===== config.mk =====
export PLATFORM = sky130hd
export DESIGN_NAME = tl_burst_track
export DESIGN_NICKNAME = d
export VERILOG_FILES = /design/src/rtl/tl_protocol_checker.sv
export SDC_FILE = /design/constraint.sdc
export NUM_CORES = 1
export LEC_CHECK = 0
export CORE_MARGIN = 5
export CORE_UTILIZATION = 30
export DETAILED_ROUTE_END_ITERATION = 6
export PLACE_DENSITY = 0.61
export SYNTH_ARGS = -nofsm -noshare
export SYNTH_HDL_FRONTEND = slang
export SYNTH_SLANG_ARGS = --single-unit

===== constraint.sdc =====
create_clock -name clk -period 5 [get_ports clk]
set_input_delay 1.25 -clock clk [delete_from_list [all_inputs] [get_ports clk]]
set_output_delay 1.25 -clock clk [all_outputs]
set_load 0.01 [all_outputs]

===== src/rtl/tl_protocol_checker.sv =====
// Passive TileLink A/C/D/E protocol checker: burst stability, request/response pairing, watchdog.
// Define TL_CHECKER_PRINT_EN to get a simulation-only $display trace of first beats and errors.

module tl_burst_track #(
  parameter int FIELD_W  = 8,
  parameter int LG_BYTES = 3
) (
  input  logic               clk,
  input  logic               rst,
  input  logic               fire,
  input  logic               is_data,
  input  logic [3:0]         size,
  input  logic [FIELD_W-1:0] fields,
  output logic               first,
  output logic               last,
  output logic               burst_err,
  output logic [FIELD_W-1:0] msg
);

  typedef enum logic {IDLE = 1'b0, BURST = 1'b1} state_t;

  localparam logic [3:0] LG = 4'(LG_BYTES);

  state_t             state, state_n;
  logic [7:0]         cnt, cnt_n;
  logic [7:0]         last_idx, last_idx_n;
  logic [FIELD_W-1:0] held, held_n;
  logic               multi;
  logic [7:0]         span;

  always_comb begin
    multi = is_data && (size > LG);
    span  = '0;
    if (multi) span = 8'((16'd1 << (size - LG)) - 16'd1);
  end

  always_ff @(posedge clk) begin
    if (rst) begin
      state    <= IDLE;
      cnt      <= '0;
      last_idx <= '0;
      held     <= '0;
    end else begin
      state    <= state_n;
      cnt      <= cnt_n;
      last_idx <= last_idx_n;
      held     <= held_n;
    end
  end

  // In a burst the latched first beat stands in for the message fields.
  always_comb begin
    state_n    = state;
    cnt_n      = cnt;
    last_idx_n = last_idx;
    held_n     = held;
    first      = 1'b0;
    last       = 1'b0;
    burst_err  = 1'b0;
    msg        = (state == IDLE) ? fields : held;
    case (state)
      IDLE: begin
        if (fire) begin
          first  = 1'b1;
          held_n = fields;
          if (multi) begin
            state_n    = BURST;
            cnt_n      = 8'd1;
            last_idx_n = span;
          end else begin
            last = 1'b1;
          end
        end
      end
      BURST: begin
        if (fire) begin
          burst_err = (fields != held);
          if (cnt == last_idx) begin
            last    = 1'b1;
            state_n = IDLE;
            cnt_n   = '0;
          end else begin
            cnt_n = cnt + 8'd1;
          end
        end
      end
      default: state_n = IDLE;
    endcase
  end

endmodule



* Word-level counts from Yosys, hierarchy flattened
Index checks and enable logic that the tools add are counted.
** Operators by class
- Add/sub/neg operators :: 3
- Magnitude comparators :: 1
- Equal/unequal tests :: 5
- Shifts and indexed selects :: 1
- Mux-type cells :: 20
- Bitwise operators :: 1
- Reduce and logical (&&, ||, !) cells :: 4
** Operators with widths (count)
- $mux 8 :: 5
- $pmux 8 s2 :: 1
- $mux 1 :: 12
- $add 8x1->8 const B :: 1
- $eq 8x8->1 :: 1
- $ne 8x8->1 :: 1
- $shl 1x4->8 const A :: 1
- $sub 8x1->8 const B :: 1
- $ne 2x2->1 const B :: 3
- $reduce_and 3->1 :: 2
- $gt 4x2->1 const B :: 1
- $pmux 1 s2 :: 2
- $sub 4x2->4 const B :: 1
- $reduce_and 2->1 :: 1
- $logic_and 1x1->1 :: 1
- $not 1->1 :: 1
** Word-level totals
- Bits in registers :: 25
- Input port bits :: 16
- Output and inout port bits :: 11
- Word-level logic and storage cells :: 39

* Logic depth before layout (Yosys ltp)
- Depth after elaboration :: 5
- Depth in mapped cells :: 8
- Mapped depth without buffers :: 7

* Least setup slack after synthesis
Ideal clock, no wire load.
- Path type :: input port to output port
- From :: in fire
- To :: out last
- Data arrival time :: 1815 ps
- Data required time :: 3750 ps
- Path slack :: 1935 ps
- Cell stages on the path :: 5
- Buffers on the path :: 1
- Cells stage by stage :: nand2b_1 -> buf_2 -> inv_1 -> nand2_1 -> and3_1
** On the way
- Word-level cells in the longest chain between the ends :: 2
- Elaborated cells between the ends (all ways) :: 3
** Ends and longest elaborated chain
- start, declared :: RTL line 10 : input logic fire,
- $mux 1 (on tied branches) :: RTL line 76, 63
- $pmux 1 s2 * :: RTL line 61 : case (state)
- end, declared :: RTL line 15 : output logic last,
Mark *: on every way between the ends. The rest lies on a longest branch, timed or not.

* Final worst setup path
Same ends and word-level chain as after synthesis.

==> metrics.txt <==
Inserted Diodes=0; CP Max Fanout=10; Crit path max-delay family=buffers and inverters; Cell Int Power=0.3170 mW; synthesis-to-finish area growth=23.53%; Nets=226; final max-slew violation count=0; clk sink count=25; sw frac=28.12%; initial antenna violation count=0; asr flop ratio synth=0%; outcome=finished, final reports clean; cells after synthesis=185; max-cap violations=0; Place WS=0.6425 ns; IO buf count=26; YS warnings=0; Critical Path RT=3.75 ns; Post-Route WL=3313 um; PnR worst setup slack=0.6590 ns; Setup TNS=0 ns; HPWL after DPL=2580 um; Final min period=4.341 ns; Mapped Nets=203; Synth cell types=36; RSZ-0062 raised after global routing=no; Seq pwr share=50.1%; most common cell after layout, fill and taps aside=nand2_1; via count=1323; hold-fix buffer count after cts=0; Crit path arrival time=3.09 ns; die area=6410 um^2; Clk Tree Root Cell=clkbuf_8; first-pass GRT wire length=5602 um; fraction of layout cells with a size suffix above 1=8.213%; ys flop type=dfxtp_1; drt wl/cell=12.09 um; Post-route DRC=0; Synth Register Bits=25; Clock Power Share=27.3%; PwrDens=242.4 nW/um^2; Routed Antenna Nets=0; total CTS buffers=3; worst path buffer plus inverter count=3; CTS tree=done; crit-path cells=clkdlybuf4s50_1 -> nand2b_1 -> inv_1 -> nand2_1 -> and3_1 -> clkdlybuf4s50_1; combinational share of power=22.6%; die span in y=80.07 um; Synth Area per Inst=7.960 um^2; Initial Utilization=30.97%; GRT overflow=0; Core Region=4755 um^2; slowest stage delay, CP=0.54 ns; slew at the pin closest to its max-slew limit=0.7751 ns; Hold Path Class=reg2reg; EDFF count, synth=0; vias in the first global route=1237; Clk Latency, worst-skew pair=0.27 ns; net switching power=0.1240 mW; leak pwr=0.7195 nW; Worst R2R Setup Slack=2.91 ns; Tcrit/Tclk final=86.82%; fmax=230.4 MHz; Max-slew headroom=48.16%; Most common cell on crit path=clkdlybuf4s50_1; Startpoint Class=primary input; largest net degree at the start of global routing=23; most frequent cells in the layout=28 x nand2_1, 26 x clkdlybuf4s50_1, 25 x dfxtp_1, 16 x xor2_1, 15 x a21oi_1; routability cong.=0.8131; kind of critical path=in2out; H-tree Lvls=1; post-CTS setup buffer count=0; num ports=27; GRT Total Usage=10.86%; VDD IR max=0.1174 mV; final worst clock skew=0.006681 ns; Clk pin slew, worst setup/hold paths=0.08 ns; TritonRoute pass-1 iters=4; CP endpoint kind=primary output; Synth Cell Area=1473 um^2; final hold viol count=0; slowest library cell on the worst path=clkdlybuf4s50_1; final setup vio count=0; clk buf depth=2; post-CTS resize count=0; 1st-iter DRT viols=60; register area share after synthesis=33.98%; Vias/cell=4.828; num rows=25; Die Width=80.07 um
## cell type report
type | count | area [um^2]
timing repair buffer | 27 | 267.8
clock buffer | 4 | 45.04
sequential | 25 | 500.5
multi-input combinational | 142 | 888.4
tap | 67 | 83.83
fill | 524 | 2935
inverter | 9 | 33.78
## kinds of logic after synthesis
kind of cell             count (synthesis)  synth area share (%)
buffers and inverters                   18                 5.692
multiplexers                             9                 6.797
AO/OA/AOI/OAI                           41                 16.82
XOR/XNOR                                17                 10.62
flip-flops                              25                 33.98
adder cells (fa/ha/maj)                  2                 1.699
AND/OR/NAND/NOR                         73                 24.38
## power by group through the flow
stage | logic, mW | registers [mW] | clock network, mW
floorplan | 0.0628 | 0.220 | 0
global placement | 0.100 | 0.225 | 0
detailed placement | 0.101 | 0.226 | 0
CTS | 0.101 | 0.221 | 0.124
global route | 0.112 | 0.222 | 0.131
finish | 0.0998 | 0.221 | 0.120
## synthesized netlist by cell type, drive strengths merged, types with 2 or more instances
master | n | area [um^2]
nand2 | 28 | 105.1
dfxtp | 25 | 500.5
xor2 | 17 | 156.4
a21oi | 16 | 83.83
nor2 | 14 | 52.55
o21ai | 11 | 55.05
inv | 9 | 33.78
mux2 | 8 | 90.09
nand3 | 7 | 35.03
buf | 6 | 38.79
nor4 | 6 | 58.80
nor3 | 4 | 20.02
or3 | 4 | 25.02
a211oi | 3 | 22.52
clkbuf | 3 | 11.26
nand2b | 3 | 18.77
a21o | 2 | 15.01
and2 | 2 | 12.51
and3 | 2 | 12.51
ha | 2 | 25.02
nand4 | 2 | 12.51
o21a | 2 | 15.01
o41ai | 2 | 17.52
## final timing paths
check	startpoint	endpoint	cells past startpoint
hold / removal	last_idx[5]$_SDFFE_PP0P_	last_idx[5]$_SDFFE_PP0P_	2
setup reg to reg	state$_SDFF_PP0_	last_idx[4]$_SDFFE_PP0P_	5
hold reg to reg	last_idx[5]$_SDFFE_PP0P_	last_idx[5]$_SDFFE_PP0P_	2
setup / recovery	fire	last	6
## registers in the layout, summed over array words and instances (netlist names)
register and count:
state 1, last_idx 8, held 8, cnt 8
## per-stage QoR
stage | hold WS (ns) | cell area, um^2 | std cells | util, % | total power, mW
after floorplan | 0.4434 | 1473 | 185 | - | 0.2830
after global placement | 0.4729 | 1774 | 270 | 37.32 | 0.3254
after detailed placement | 0.4736 | 1774 | 270 | 37.32 | 0.3266
after CTS | 0.4839 | 1819 | 274 | 38.26 | 0.4462
after global routing | 0.5041 | 1819 | 274 | 38.26 | 0.4649
final | 0.4782 | 1819 | 274 | 38.26 | 0.4410
## metal layers
metal,part of all wire (%),track usage [%]
met5,0,0
met4,2.0,4.561
met3,2.0,1.457
met2,48,18.21
met1,48,13.89
## worst register-to-register path, cell delays in order (launching register included)
cell	delay, ns
dfxtp_1	0.52
nand2b_1	0.41
nor2_1	0.61
o311ai_0	0.26
o21ai_0	0.12
nor2_1	0.05
Note: power is estimated with default switching activity, not from simulation.
